==> src/rtl/uart_pic_loader_pkg.sv <==
// Shared types and elaboration helpers for the UART picture loader.
package uart_pic_loader_pkg;

    typedef enum logic [1:0] {
        RX_IDLE,
        RX_START,
        RX_DATA,
        RX_STOP
    } rx_state_t;

    typedef enum logic {
        LD_IDLE,
        LD_LOAD
    } ld_state_t;

    function automatic int calc_div(input int clk_hz, input int baud);
        return clk_hz / baud;
    endfunction

    // Bits needed to count 0..n-1.
    function automatic int cnt_w(input int n);
        return (n <= 2) ? 1 : $clog2(n);
    endfunction

endpackage

==> src/rtl/uart_pic_loader_if.sv <==
// Serial input plus byte, pixel-write and frame-status outputs of the loader.
interface uart_pic_loader_if #(
    parameter int BPP    = 3,
    parameter int ADDR_W = 17
);
    logic                 din;
    logic [7:0]           dout;
    logic                 byte_valid;
    logic                 frame_err;
    logic [8*BPP-1:0]     pix_out;
    logic [ADDR_W-1:0]    addr;
    logic                 wr_ram;
    logic                 pic_download;
    logic                 pic_done;

    modport master (
        input  din,
        output dout, byte_valid, frame_err, pix_out, addr, wr_ram, pic_download, pic_done
    );

    modport slave (
        output din,
        input  dout, byte_valid, frame_err, pix_out, addr, wr_ram, pic_download, pic_done
    );
endinterface

==> src/rtl/uart_rx_byte.sv <==
// 8N1 UART receiver: 2-FF synchronizer, mid-bit sampling, stop-bit check.
module uart_rx_byte
    import uart_pic_loader_pkg::*;
#(
    parameter int DIV = 434
) (
    input  logic       clk,
    input  logic       rst,
    input  logic       din,
    output logic [7:0] dout,
    output logic       byte_valid,
    output logic       frame_err
);
    localparam int CW   = cnt_w(DIV);
    localparam int HALF = DIV / 2;

    logic      sync1_q, sync2_q, prev_q;
    rx_state_t st_q, st_d;
    logic [CW-1:0] cnt_q, cnt_d;
    logic [2:0] bit_q, bit_d;
    logic [7:0] sh_q, sh_d, dout_q, dout_d;
    logic       bv_q, bv_d, fe_q, fe_d;

    always_comb begin
        st_d   = st_q;
        cnt_d  = cnt_q + CW'(1);
        bit_d  = bit_q;
        sh_d   = sh_q;
        dout_d = dout_q;
        bv_d   = 1'b0;
        fe_d   = 1'b0;
        case (st_q)
            RX_IDLE: begin
                cnt_d = '0;
                if (prev_q && !sync2_q) st_d = RX_START;
            end
            RX_START: if (cnt_q == CW'(HALF - 1)) begin
                cnt_d = '0;
                bit_d = 3'd0;
                st_d  = sync2_q ? RX_IDLE : RX_DATA;
            end
            RX_DATA: if (cnt_q == CW'(DIV - 1)) begin
                cnt_d = '0;
                sh_d  = {sync2_q, sh_q[7:1]};
                bit_d = bit_q + 3'd1;
                if (bit_q == 3'd7) st_d = RX_STOP;
            end
            RX_STOP: if (cnt_q == CW'(DIV - 1)) begin
                cnt_d = '0;
                st_d  = RX_IDLE;
                if (sync2_q) begin
                    dout_d = sh_q;
                    bv_d   = 1'b1;
                end else begin
                    fe_d = 1'b1;
                end
            end
            default: st_d = RX_IDLE;
        endcase
    end

    // Synchronizer resets to the idle-high level so release never looks like a start edge.
    always_ff @(posedge clk) begin
        if (rst) begin
            sync1_q <= 1'b1;
            sync2_q <= 1'b1;
            prev_q  <= 1'b1;
            st_q    <= RX_IDLE;
            cnt_q   <= '0;
            bit_q   <= 3'd0;
            sh_q    <= 8'd0;
            dout_q  <= 8'd0;
            bv_q    <= 1'b0;
            fe_q    <= 1'b0;
        end else begin
            sync1_q <= din;
            sync2_q <= sync1_q;
            prev_q  <= sync2_q;
            st_q    <= st_d;
            cnt_q   <= cnt_d;
            bit_q   <= bit_d;
            sh_q    <= sh_d;
            dout_q  <= dout_d;
            bv_q    <= bv_d;
            fe_q    <= fe_d;
        end
    end

    assign dout       = dout_q;
    assign byte_valid = bv_q;
    assign frame_err  = fe_q;
endmodule

==> src/rtl/uart_pic_loader.sv <==
// Packs received UART bytes into pixels and streams them to RAM, one frame at a time.
module uart_pic_loader
    import uart_pic_loader_pkg::*;
#(
    parameter int CLK_HZ        = 50_000_000,
    parameter int BAUD          = 115200,
    parameter int BPP           = 3,
    parameter int ADDR_W        = 17,
    parameter int PIX_COUNT     = 76800,
    parameter int TIMEOUT_BYTES = 16
) (
    input  logic clk,
    input  logic rst,
    uart_pic_loader_if.master bus
);
    localparam int DIV = calc_div(CLK_HZ, BAUD);
    localparam int TMO = TIMEOUT_BYTES * 10 * DIV;
    localparam int TW  = cnt_w(TMO);
    localparam int PW  = 8 * BPP;
    localparam int BW  = cnt_w(BPP);

    logic [7:0] rx_byte;
    logic       rx_bv, rx_fe;

    uart_rx_byte #(.DIV(DIV)) u_rx (
        .clk        (clk),
        .rst        (rst),
        .din        (bus.din),
        .dout       (rx_byte),
        .byte_valid (rx_bv),
        .frame_err  (rx_fe)
    );

    ld_state_t         ld_q, ld_d;
    logic [BW-1:0]     bidx_q, bidx_d;
    logic [PW-1:0]     acc_q, acc_d, pix_q, pix_d;
    logic [ADDR_W-1:0] addr_q, addr_d;
    logic [TW-1:0]     tmo_q, tmo_d;
    logic              wr_q, wr_d, done_q, done_d;

    always_comb begin
        ld_d   = ld_q;
        bidx_d = bidx_q;
        acc_d  = acc_q;
        pix_d  = pix_q;
        addr_d = addr_q;
        tmo_d  = tmo_q;
        wr_d   = 1'b0;
        done_d = 1'b0;
        // Address advances the cycle after the strobe; the last pixel closes the frame.
        if (wr_q) begin
            if (addr_q == ADDR_W'(PIX_COUNT - 1)) begin
                addr_d = '0;
                ld_d   = LD_IDLE;
                done_d = 1'b1;
            end else begin
                addr_d = addr_q + ADDR_W'(1);
            end
        end
        if (rx_bv) begin
            ld_d  = LD_LOAD;
            tmo_d = '0;
            acc_d = (acc_q << 8) | PW'(rx_byte);
            if (bidx_q == BW'(BPP - 1)) begin
                bidx_d = '0;
                pix_d  = acc_d;
                wr_d   = 1'b1;
            end else begin
                bidx_d = bidx_q + BW'(1);
            end
        end else if (ld_q == LD_LOAD) begin
            if (tmo_q == TW'(TMO - 1)) begin
                ld_d   = LD_IDLE;
                addr_d = '0;
                bidx_d = '0;
                acc_d  = '0;
                tmo_d  = '0;
            end else begin
                tmo_d = tmo_q + TW'(1);
            end
        end else begin
            tmo_d = '0;
        end
    end

    always_ff @(posedge clk) begin
        if (rst) begin
            ld_q   <= LD_IDLE;
            bidx_q <= '0;
            acc_q  <= '0;
            pix_q  <= '0;
            addr_q <= '0;
            tmo_q  <= '0;
            wr_q   <= 1'b0;
            done_q <= 1'b0;
        end else begin
            ld_q   <= ld_d;
            bidx_q <= bidx_d;
            acc_q  <= acc_d;
            pix_q  <= pix_d;
            addr_q <= addr_d;
            tmo_q  <= tmo_d;
            wr_q   <= wr_d;
            done_q <= done_d;
        end
    end

    assign bus.dout         = rx_byte;
    assign bus.byte_valid   = rx_bv;
    assign bus.frame_err    = rx_fe;
    assign bus.pix_out      = pix_q;
    assign bus.addr         = addr_q;
    assign bus.wr_ram       = wr_q;
    assign bus.pic_done     = done_q;
    // The first byte of a frame raises the flag in the same cycle it arrives.
    assign bus.pic_download = (ld_q == LD_LOAD) || rx_bv;
endmodule

==> src/flat_wrapper.sv <==
// flat-port wrapper written by rule: the top's interface ports become plain ports
module uart_pic_loader_flat import uart_pic_loader_pkg::*;
#(
    parameter int CLK_HZ        = 50_000_000,
    parameter int BAUD          = 115200,
    parameter int BPP           = 3,
    parameter int ADDR_W        = 17,
    parameter int PIX_COUNT     = 76800,
    parameter int TIMEOUT_BYTES = 16
)
  (clk, rst, bus_din, bus_dout, bus_byte_valid, bus_frame_err, bus_pix_out, bus_addr, bus_wr_ram, bus_pic_download, bus_pic_done);
  uart_pic_loader_if #(.BPP(BPP), .ADDR_W(ADDR_W)) bus_i ();
  input  logic clk;
  input  logic rst;
  input wire logic [$bits(bus_i.din)-1:0] bus_din;
  output wire logic [$bits(bus_i.dout)-1:0] bus_dout;
  output wire logic [$bits(bus_i.byte_valid)-1:0] bus_byte_valid;
  output wire logic [$bits(bus_i.frame_err)-1:0] bus_frame_err;
  output wire logic [$bits(bus_i.pix_out)-1:0] bus_pix_out;
  output wire logic [$bits(bus_i.addr)-1:0] bus_addr;
  output wire logic [$bits(bus_i.wr_ram)-1:0] bus_wr_ram;
  output wire logic [$bits(bus_i.pic_download)-1:0] bus_pic_download;
  output wire logic [$bits(bus_i.pic_done)-1:0] bus_pic_done;
  assign bus_i.din = bus_din;
  assign bus_dout = bus_i.dout;
  assign bus_byte_valid = bus_i.byte_valid;
  assign bus_frame_err = bus_i.frame_err;
  assign bus_pix_out = bus_i.pix_out;
  assign bus_addr = bus_i.addr;
  assign bus_wr_ram = bus_i.wr_ram;
  assign bus_pic_download = bus_i.pic_download;
  assign bus_pic_done = bus_i.pic_done;
  uart_pic_loader #(.CLK_HZ(CLK_HZ), .BAUD(BAUD), .BPP(BPP), .ADDR_W(ADDR_W), .PIX_COUNT(PIX_COUNT), .TIMEOUT_BYTES(TIMEOUT_BYTES)) u_core (.clk(clk), .rst(rst), .bus(bus_i));
endmodule
==> config.mk <==
export PLATFORM = sky130hd
export DESIGN_NAME = uart_pic_loader_flat
export DESIGN_NICKNAME = d
export VERILOG_FILES = /design/src/rtl/uart_pic_loader_pkg.sv /design/src/rtl/uart_pic_loader_if.sv /design/src/rtl/uart_rx_byte.sv /design/src/rtl/uart_pic_loader.sv /design/src/flat_wrapper.sv
export SDC_FILE = /design/constraint.sdc
export NUM_CORES = 1
export LEC_CHECK = 0
export ABC_CLOCK_PERIOD_IN_PS = 2100
export CAP_MARGIN = 40
export CORE_AREA = 2 2 99 101
export DETAILED_ROUTE_END_ITERATION = 16
export DIE_AREA = 0 0 101 103
export PLACE_DENSITY = 0.72
export SLEW_MARGIN = 25
export SYNTH_ARGS = -nofsm -noshare
export SYNTH_HDL_FRONTEND = slang
export SYNTH_SLANG_ARGS = --single-unit
==> constraint.sdc <==
create_clock -name clk -period 2.1 [get_ports clk]
set_input_delay 0.42 -clock clk [delete_from_list [all_inputs] [get_ports clk]]
set_output_delay 0.42 -clock clk [all_outputs]
set_load 0.005 [all_outputs]
==> results of run 1 <==
[per-stage QoR]
stage                     hold WS [ns]  total power [W]  util [%]  setup WS (ns)  instances
after floorplan                  0.389          0.00225         -          0.299        490
after global placement           0.406          0.00226      55.1          0.307        644
after CTS                        0.136          0.00501      61.3         0.0356        676
after detailed placement         0.399          0.00226      55.3          0.234        645
after global routing             0.138          0.00512      61.4         0.0328        676
final                            0.162          0.00496      61.4         0.0974        676
[state kept, by name, indices dropped and copies added (netlist names), 2 cells and up, named ones only]
name / count
u_core.bidx_q: 2
u_core.tmo_q: 17
u_core.bus.pix_out: 24
u_core.u_rx.dout: 8
u_core.u_rx.sh_q: 8
u_core.bus.addr: 17
u_core.u_rx.bit_q: 3
u_core.u_rx.cnt_q: 9
u_core.acc_q: 16
[synth_stat cells (3+ instances only)]
library cell    n
a211oi_1        5
a21oi_1        34
a22o_1         18
and2_1          4
and3_1          3
and4_1          6
buf_2           7
clkbuf_1       16
dfxtp_1       114
ha_1            7
inv_1          11
mux2i_1        16
nand2_1        63
nand3_1        15
nand4_1        19
nor2_1         54
nor2b_1         3
nor3_1          9
nor4bb_1        3
o211ai_1        5
o21ai_0         7
o31ai_1         3
or2_2           3
or3_1           4
xnor2_1         7
xor2_1         22
[cells by family (layout without fill, tap and decap cells)]
| group | Yosys count | after routing | synth area share, % |
|---|---|---|---|
| flip-flops | 114 | 114 | 50.0 |
| buffers and inverters | 38 | 110 | 3.76 |
| AO/OA/AOI/OAI | 80 | 80 | 11.9 |
| multiplexers | 16 | 16 | 3.51 |
| AND/OR/NAND/NOR | 206 | 206 | 23.3 |
| adder cells (fa/ha/maj) | 7 | 7 | 1.92 |
| XOR/XNOR | 29 | 29 | 5.57 |
[worst register-to-register path: stages (launching register included)]
cell      delay, ns
dfxtp_1        0.40
ha_1           0.21
and3_2         0.26
nand3_4        0.14
or4_4          0.54
a211oi_2       0.20
[repair_timing]
action | in CTS | in global routing
gates resized for setup | 1 | 3
endpoints found under the hold margin | 0 | 0
endpoints found under the setup margin | 1 | 7
[routing by layer]
| metal | track usage [%] | wire length [µm] |
|---|---|---|
| met5 | 0 | 0 |
| met2 | 31.3 | 4750 |
| met3 | 7.05 | 404 |
| met1 | 24.5 | 4430 |
| met4 | 6.55 | 54 |
[report_power, final]
part	leakage [nW]	internal, W	total (W)	switching (W)
Combinational	0.786	0.0000124	0.0000467	0.0000344
Sequential	0.920	0.00217	0.00217	0.00000386
Clock	0.268	0.00170	0.00274	0.00104
Total	1.97	0.00387	0.00496	0.00108
[path summary, 6_finish.rpt]
path	start	endpoint	slack, ns	cells after the start
worst max-delay path	u_core.u_rx.byte_valid	bus_pic_download	0.1	3
worst min-delay path	rst	u_core.ld_q	0.16	2
worst max register to register	u_core.bus.addr[0]	u_core.bus.addr[16]	0.27	5
worst min register to register	u_core.u_rx.sync1_q	u_core.u_rx.sync2_q	0.42	1
[final cells by class]
type                    instances  area (µm²)  area share, %
clock buffers                  17         414           7.13
clock inverters                14         156           2.69
inverters                      11        41.3          0.711
multi-input cells             338        2120           36.5
flip-flops and latches        114        2290           39.4
well taps                     114         143           2.46
repair buffers                 68         649           11.2
==> impl_metrics.py, run 1 <==
metrics = {
    "final_layout": {
        "final_cell_area_um2": 5810,
        "mostFrequentLayoutCells": "112 x dfxtp_1, 63 x nand2_1, 55 x clkdlybuf4s50_1",
        "fillers": 789,
        "mostFrequentLayoutCell": "dfxtp_1",
        "drive_above_1_share_pct": 10.9,
        "nets": 560,
        "insertedDiodeCount": 0,
        "area_growth_syn_to_layout_pct": 27.4,
    },
    "worst_setup_path": {
        "crit_path_start_kind": "register",
        "worstPathMaxFanout": 5,
        "crit_path_cell_trace": "inv_1, nand2_1, clkdlybuf4s50_1",
        "arrival_ns": 1.58,
        "end_kind": "output pin",
        "slowest_stage": "clkdlybuf4s50_1",
        "critPathTopFamily": "buffers and inverters",
        "cp.required_ns": 1.68,
        "path_buf_inv": 2,
        "critPathMaxStageDelay_ns": 0.51,
        "critical_path_class": "reg -> out",
    },
    "route": {
        "wl_mm": 9.64,
        "drc_errors": 0,
        "avgRoutedWirePerCell_um": 14.3,
        "ant_nets": 0,
        "drtIter0Drc": 158,
        "drt_pass1_iterations": 4,
        "vias": 3707,
        "vias_per_cell": 5.48,
    },
    "yosys": {
        "synth_cell_type_count": 51,
        "synth_top_area_share_pct": 50.0,
        "yosys-top-cells-area": "dfxtp_1 50%, nand2_1 5.2%, nor2_1 4.4%",
        "synth_area_leader_cell": "dfxtp_1",
        "syn_nets": 500,
        "syn-instance-count": 490,
        "synth_flop_cell": "dfxtp_1",
        "netlist_area_um2": 4560,
        "avgSynthCellArea_um2": 9.31,
        "yosysSeqAreaShare_pct": 50.0,
        "synth_async_sr_flop_share_pct": 0,
        "synth_edf_count": 0,
        "yosys_register_bits": 114,
        "yosysWarnings": 0,
    },
    "timing": {
        "tns_ns": 0,
        "finalMaxSlewViolations": 0,
        "hold_viol_final": 0,
        "finClkSkew_ns": 0.0118,
        "fmax_mhz": 499,
        "finalCriticalPeriod_ns": 2.00,
        "rsz0062_at_grt": "no",
        "worst_pin_slew_ns": 0.658,
        "relSlewSlack_pct": 56.0,
        "setup_viol": 0,
        "period_share_pct": 95.4,
    },
    "clocking": {
        "h-tree-depth": 4,
        "cts_setup_buffers": 0,
        "cts_tree": "yes",
        "path_clk_slew_ns": 0.06,
        "cts.sinks": 114,
        "clock_latency_ns": 0.52,
        "root_buffer": "clkbuf_8",
        "holdBufCountCts": 0,
        "cts_buffers": 17,
        "clk_path_buf_depth": 2,
    },
    "outcome": {
        "status": "finished clean",
    },
    "floorplan": {
        "fp.dieArea_um2": 10400,
        "die_h_um": 103,
        "rows": 36,
        "ios": 57,
        "start_util_pct": 48.2,
        "core-area_um2": 9460,
        "die_x_um": 101,
    },
    "run": {
        "drv_cap": 0,
    },
    "placement": {
        "port_buffers": 56,
        "dp_hpwl_mm": 6.34,
        "placed_area_um2": 5230,
        "gp_congestion": 0.861,
    },
    "global_routing": {
        "grt.total_usage_pct": 19.5,
        "grt_antenna_before_repair": 0,
        "grt_first_pass_wirelength_mm": 16.1,
        "grt_max_degree": 52,
        "grt_pass1_vias": 3426,
        "overflow": 0,
    },
    "power_and_ir_drop": {
        "power_leakage_nw": 1.97,
        "p_per_area_nw_per_um2": 853,
        "ir_worst_vdd_uv": 632,
    },
    "min_path": {
        "holdCritPathClass": "in -> reg",
    },
}
Note: power is estimated with default switching activity, not from simulation.
==> run 2: changes to the inputs <==
--- a/config.mk
+++ b/config.mk
@@ -5,12 +5,13 @@
 export SDC_FILE = /design/constraint.sdc
 export NUM_CORES = 1
 export LEC_CHECK = 0
-export ABC_CLOCK_PERIOD_IN_PS = 2100
+export ABC_CLOCK_PERIOD_IN_PS = 1660
 export CAP_MARGIN = 40
 export CORE_AREA = 2 2 99 101
 export DETAILED_ROUTE_END_ITERATION = 16
 export DIE_AREA = 0 0 101 103
-export PLACE_DENSITY = 0.72
+export GPL_ROUTABILITY_DRIVEN = 0
+export PLACE_DENSITY = 0.75
 export SLEW_MARGIN = 25
 export SYNTH_ARGS = -nofsm -noshare
 export SYNTH_HDL_FRONTEND = slang
==> constraint.sdc (replaced) <==
create_clock -name clk -period 1.66 [get_ports clk]
set_input_delay 0.332 -clock clk [delete_from_list [all_inputs] [get_ports clk]]
set_output_delay 0.332 -clock clk [all_outputs]
set_load 0.005 [all_outputs]
==> run 2 against run 1 <==
Setup slack worse by 0.061 ns; register-to-register slack got worse by 0.23 ns; flip-flop and latch count is the same; first-iteration DRC count increased by 46%; routed wire length grew 14%.
==> impl_metrics.py, run 2 (synthesis gave the netlist of run 1 again) <==
metrics = {
    "clocking": {
        "clk_path_buf_depth": 2,
        "cts.sinks": 114,
        "h-tree-depth": 4,
        "clock_latency_ns": 0.51,
        "cts_tree": "yes",
        "path_clk_slew_ns": 0.06,
        "cts_buffers": 17,
        "root_buffer": "clkbuf_8",
    },
    "min_path": {
        "hp-start": "rst",
        "hold_depth": 3,
        "holdCritPathClass": "in -> reg",
        "whs_endpoint": "u_core.u_rx.dout[1]",
    },
    "worst_setup_path": {
        "worstPathMaxFanout": 5,
        "reg2reg_to": "u_core.u_rx.cnt_q[8]",
        "crit_path_start_kind": "register",
        "timing.rr.start": "u_core.u_rx.cnt_q[0]",
        "reg2regPathDepth": 7,
        "arrival_ns": 2.08,
        "r2r_slack_ns": 0.04,
        "critical_path_class": "reg -> reg",
        "end_kind": "register",
        "cp.required_ns": 2.11,
    },
    "placement": {
        "dp_hpwl_mm": 6.70,
        "port_buffers": 56,
        "placed_area_um2": 5530,
    },
    "route": {
        "vias_per_cell": 5.50,
        "wl_mm": 11.0,
        "drt_pass1_iterations": 4,
        "drtIter0Drc": 230,
        "vias": 3952,
        "ant_nets": 0,
        "drc_errors": 0,
        "avgRoutedWirePerCell_um": 15.3,
    },
    "global_routing": {
        "grt_max_degree": 56,
        "grt.met3_usage_pct": 5.63,
        "grt_busiest_layer": "met2",
        "use_met2_pct": 36.9,
        "grt_first_pass_wirelength_mm": 17.7,
        "grt.total_usage_pct": 21.5,
        "overflow": 0,
        "grt_antenna_before_repair": 0,
        "grt_pass1_vias": 3816,
        "grt.met1_usage_pct": 26.3,
    },
    "power_and_ir_drop": {
        "p_int_w": 0.00555,
        "p_switching_w": 0.00137,
        "pwr-share-seq_pct": 39.5,
        "power_leakage_nw": 2.55,
        "ir_worst_vdd_uv": 923,
        "p_per_area_nw_per_um2": 1080,
        "power_frac_clock_pct": 59.4,
        "combPwrFrac_pct": 1.1,
        "swShare_pct": 19.8,
    },
    "outcome": {
        "status": "finished clean",
    },
    "timing": {
        "relSlewSlack_pct": 76.7,
        "whs_ns": 0.298,
        "worst_pin_slew_ns": 0.346,
        "hold_viol_final": 0,
        "rsz0062_at_grt": "yes",
        "finalCriticalPeriod_ns": 1.62,
        "tns_ns": 0,
        "setup_viol": 0,
        "finalMaxSlewViolations": 0,
        "period_share_pct": 97.8,
        "finClkSkew_ns": 0.00814,
        "fmax_mhz": 616,
    },
    "run": {
        "drv_cap": 0,
    },
    "final_layout": {
        "insertedDiodeCount": 0,
        "nets": 602,
        "drive_above_1_share_pct": 25.1,
        "final_cell_area_um2": 6420,
        "largest_reg_flops": 24,
        "mostFrequentLayoutCells": "85 x dfxtp_1, 63 x nand2_1, 54 x dlygate4sd2_1",
        "mostFrequentLayoutCell": "dfxtp_1",
        "area_growth_syn_to_layout_pct": 40.8,
        "final_util_pct": 67.9,
    },
    "floorplan": {
        "ios": 57,
        "die_h_um": 103,
        "core-area_um2": 9460,
        "rows": 36,
        "die_x_um": 101,
        "start_util_pct": 48.2,
        "fp.dieArea_um2": 10400,
    },
}
-- run 2: cell count changes in the layout (fill, tap and decap cells not counted), moves of 6 or more --
cell / previous run / this run
dfxtp_4: 1 / 9
dfxtp_2: 1 / 20
clkdlybuf4s50_1: 55 / 1
dlygate4sd2_1: 0 / 54
buf_12: 0 / 6
buf_4: 11 / 46
dfxtp_1: 112 / 85
-- run 2: final cells by class --
type                    instances  area [µm²]
clock buffers                  18         428
clock inverters                14         248
fillers                       727        3040
inverters                      11        41.3
multi-input cells             339        2240
flip-flops and latches        114        2340
well taps                     114         143
repair buffers                109         978
-- run 2: repair_timing --
action,CTS,global route
pin swaps,0,4
cloned,0,2
buffers inserted,11,3
resized for setup,90,25
endpoints found under the setup margin,66,41
hold buffers,0,0
-- run 2: worst max-delay path, cell delays in order, from the launching register on --
cell and delay [ns]:
dfxtp_2 0.34, inv_1 0.05, ha_1 0.17, nor4bb_1 0.13
buf_4 0.15, a311o_1 0.38, a21o_4 0.25, nor2_2 0.09
-- run 2: power groups by stage --
stage | Clock [W] | Combinational (W) | Sequential, W
after floorplan | 0 | 0.0000490 | 0.00280
after global placement | 0 | 0.0000674 | 0.00281
after detailed placement | 0 | 0.0000682 | 0.00281
after CTS | 0.00417 | 0.0000692 | 0.00273
after global routing | 0.00429 | 0.0000818 | 0.00273
final | 0.00411 | 0.0000745 | 0.00273
-- run 2: worst max path at each step --
| stage | endpoint | start | slack, ns | depth (start not counted) |
|---|---|---|---|---|
| 5_1_grt | u_core.bus.addr[10] | u_core.bus.addr[15] | -0.02 | 6 |
| 2_1_floorplan | u_core.bidx_q[0] | u_core.tmo_q[1] | -0.03 | 8 |
| 3_5_place_dp | u_core.u_rx.cnt_q[5] | u_core.u_rx.cnt_q[0] | 0.0005 | 7 |
| 4_1_cts | u_core.u_rx.cnt_q[5] | u_core.u_rx.cnt_q[0] | 0.002 | 7 |
| 3_3_place_gp | u_core.acc_q[10] | u_core.tmo_q[11] | 0.04 | 4 |
| 6_report | u_core.u_rx.cnt_q[8] | u_core.u_rx.cnt_q[0] | 0.04 | 7 |
-- run 2: per-layer routing --
layer  routed length (µm)  vias up  part of all wire (%)
met5                    0        -                     0
met4                   89        0                  0.81
met3                  477       10                   4.3
met2                 5740      107                    52
met1                 4680     1904                    43
li1                     -     1931                     -
-- run 2: per-stage QoR --
step                std cells  power [W]  setup WS [ns]
detailed placement        671    0.00287       0.000523
global route              719    0.00710        -0.0232
floorplan                 490    0.00285        -0.0275
CTS                       714    0.00697        0.00176
finish                    719    0.00692         0.0361
global placement          671    0.00287         0.0445
==> run 3: changes to the inputs <==
--- a/config.mk
+++ b/config.mk
@@ -11,6 +11,7 @@
 export DETAILED_ROUTE_END_ITERATION = 16
 export DIE_AREA = 0 0 101 103
 export GPL_ROUTABILITY_DRIVEN = 0
+export HOLD_SLACK_MARGIN = 0.15
 export PLACE_DENSITY = 0.75
 export SLEW_MARGIN = 25
 export SYNTH_ARGS = -nofsm -noshare
==> constraint.sdc (replaced) <==
create_clock -name clk -period 1.66 [get_ports clk]
set_input_delay 0.166 -clock clk [delete_from_list [all_inputs] [get_ports clk]]
set_output_delay 0.166 -clock clk [all_outputs]
set_load 0.005 [all_outputs]
==> run 3 against run 2 <==
Clock skew shrank 0.0019 ns; flip-flop and latch count is the same; fmax grew 0.56%; sequential share of layout area grew 0.92 points; setup slack gained 0.0091 ns; die area is the same; design area shrank 3.4%; routed wire length shrank 5.5%; register-to-register slack gained 0.02 ns; utilization shrank 2.3 points; largest cell class unchanged.
==> impl_metrics.py, run 3 (synthesis gave the netlist of run 1 again) <==
metrics = {
    "power_and_ir_drop": {
        "p_per_area_nw_per_um2": 995,
        "ir_worst_vdd_uv": 963,
        "power.total_w": 0.00617,
        "power_leakage_nw": 2.24,
    },
    "timing": {
        "finalCriticalPeriod_ns": 1.61,
        "fmax_mhz": 619,
        "hold_viol_final": 0,
        "rsz0062_at_grt": "yes",
        "finClkSkew_ns": 0.00624,
        "relSlewSlack_pct": 74.3,
        "setup_ws_ns": 0.0451,
        "setup_viol": 0,
        "finalMaxSlewViolations": 0,
        "worst_pin_slew_ns": 0.382,
        "period_share_pct": 97.3,
    },
    "route": {
        "avgRoutedWirePerCell_um": 14.7,
        "ant_nets": 0,
        "vias": 3882,
        "drc_errors": 0,
        "drt_pass1_iterations": 5,
        "wl_mm": 10.4,
        "drtIter0Drc": 168,
        "vias_per_cell": 5.48,
    },
    "floorplan": {
        "ios": 57,
        "die_h_um": 103,
        "start_util_pct": 48.2,
        "core-area_um2": 9460,
        "fp.dieArea_um2": 10400,
        "rows": 36,
        "die_x_um": 101,
    },
    "placement": {
        "dp_hpwl_mm": 6.91,
        "port_buffers": 56,
        "place_inst": 673,
        "placed_area_um2": 5520,
        "pre_cts_ws_ns": -0.00557,
    },
    "outcome": {
        "status": "finished clean",
    },
    "clocking": {
        "clock_latency_ns": 0.51,
        "cts.sinks": 114,
        "cts_setup_buffers": 0,
        "path_clk_slew_ns": 0.06,
        "cts_tree": "yes",
        "h-tree-depth": 4,
        "clk_path_buf_depth": 2,
        "cts_buffers": 17,
        "root_buffer": "clkbuf_8",
    },
    "worst_setup_path": {
        "end_kind": "output pin",
        "critPathTopFamily": "buffers and inverters",
        "arrival_ns": 1.45,
        "worstPathMaxFanout": 4,
        "critPathMaxStageDelay_ns": 0.53,
        "critical_path_class": "reg -> out",
        "crit_path_cell_trace": "clkdlybuf4s50_1",
        "cp.required_ns": 1.49,
        "path_buf_inv": 1,
        "crit_path_start_kind": "register",
        "slowest_stage": "clkdlybuf4s50_1",
    },
    "final_layout": {
        "mostFrequentLayoutCell": "dfxtp_1",
        "final_cells": 708,
        "insertedDiodeCount": 0,
        "fillers": 726,
        "mostFrequentLayoutCells": "91 x dfxtp_1, 63 x nand2_1, 52 x nor2_1",
        "largest_reg_flops": 24,
        "drive_above_1_share_pct": 21.0,
        "final_cell_area_um2": 6200,
        "nets": 591,
        "area_growth_syn_to_layout_pct": 36.0,
    },
    "global_routing": {
        "overflow": 0,
        "grt_first_pass_wirelength_mm": 16.9,
        "grt_antenna_before_repair": 0,
        "grt_max_degree": 25,
        "grt_pass1_vias": 3660,
        "grt.total_usage_pct": 20.4,
    },
    "min_path": {
        "holdCritPathClass": "in -> reg",
    },
    "run": {
        "drv_cap": 0,
    },
}
==> run 3: cell count changes in the layout (fill, tap and decap cells not counted), sizes merged <==
cell,delta
clkdlybuf4s50,+48
dlygate4sd3,+1
bufinv,-5
clkinvlp,+3
dlygate4sd2,-52
dlymetal6s2s,+4
inv,+2
buf,-12
==> run 3: worst paths after layout <==
| check | startpoint | to | slack (ns) | cells after the start |
|---|---|---|---|---|
| hold reg to reg | u_core.u_rx.sync1_q | u_core.u_rx.sync2_q | 0.43 | 1 |
| setup reg to reg | u_core.u_rx.cnt_q[1] | u_core.u_rx.sh_q[7] | 0.06 | 8 |
| setup / recovery | u_core.u_rx.dout[2] | bus_dout[2] | 0.05 | 1 |
| hold / removal | bus_din | u_core.u_rx.sync1_q | 0.22 | 2 |
==> run 3: repair_timing <==
| action | in CTS | in global routing |
|---|---|---|
| gates cloned | 0 | 2 |
| pin swaps | 0 | 3 |
| endpoints found under the hold margin | 8 | 0 |
| endpoints found under the setup margin | 20 | 50 |
| hold buffers | 1 | 0 |
| gates resized for setup | 10 | 34 |
==> run 3: metal layers <==
metal / vias up / global-route usage [%] / part of all wire [%]
li1: 1919 / - / -
met1: 1860 / 24.4 / 44
met2: 90 / 35.4 / 51
met3: 13 / 5.63 / 3.8
met4: 0 / 7.17 / 0.99
met5: - / 0 / 0
==> run 3: power by group <==
| part | leakage, nW | internal (W) | switching (W) | total, W |
|---|---|---|---|---|
| Sequential | 0.931 | 0.00274 | 0.00000470 | 0.00274 |
| Clock | 0.261 | 0.00203 | 0.00132 | 0.00336 |
| Combinational | 1.04 | 0.0000255 | 0.0000478 | 0.0000733 |
| Total | 2.24 | 0.00480 | 0.00138 | 0.00617 |
==> run 3: layout make-up <==
cell class | instances | area (µm²) | share of cell area, %
timing repair buffer | 98 | 948 | 15.3
inverter | 11 | 41.3 | 0.666
tap | 114 | 143 | 2.30
multi-input combinational | 339 | 2200 | 35.4
clock inverter | 14 | 126 | 2.04
sequential | 114 | 2320 | 37.4
clock buffer | 18 | 428 | 6.90
==> run 3: metrics by stage <==
step           setup TNS [ns]  utilization [%]  hold slack (ns)
6_report                    0             65.6            0.215
5_1_grt                -0.781             65.6            0.207
4_1_cts                     0             64.4            0.197
3_5_place_dp          -0.0237             58.3            0.400
3_3_place_gp                0             58.3            0.401
2_1_floorplan          -0.275                -            0.270
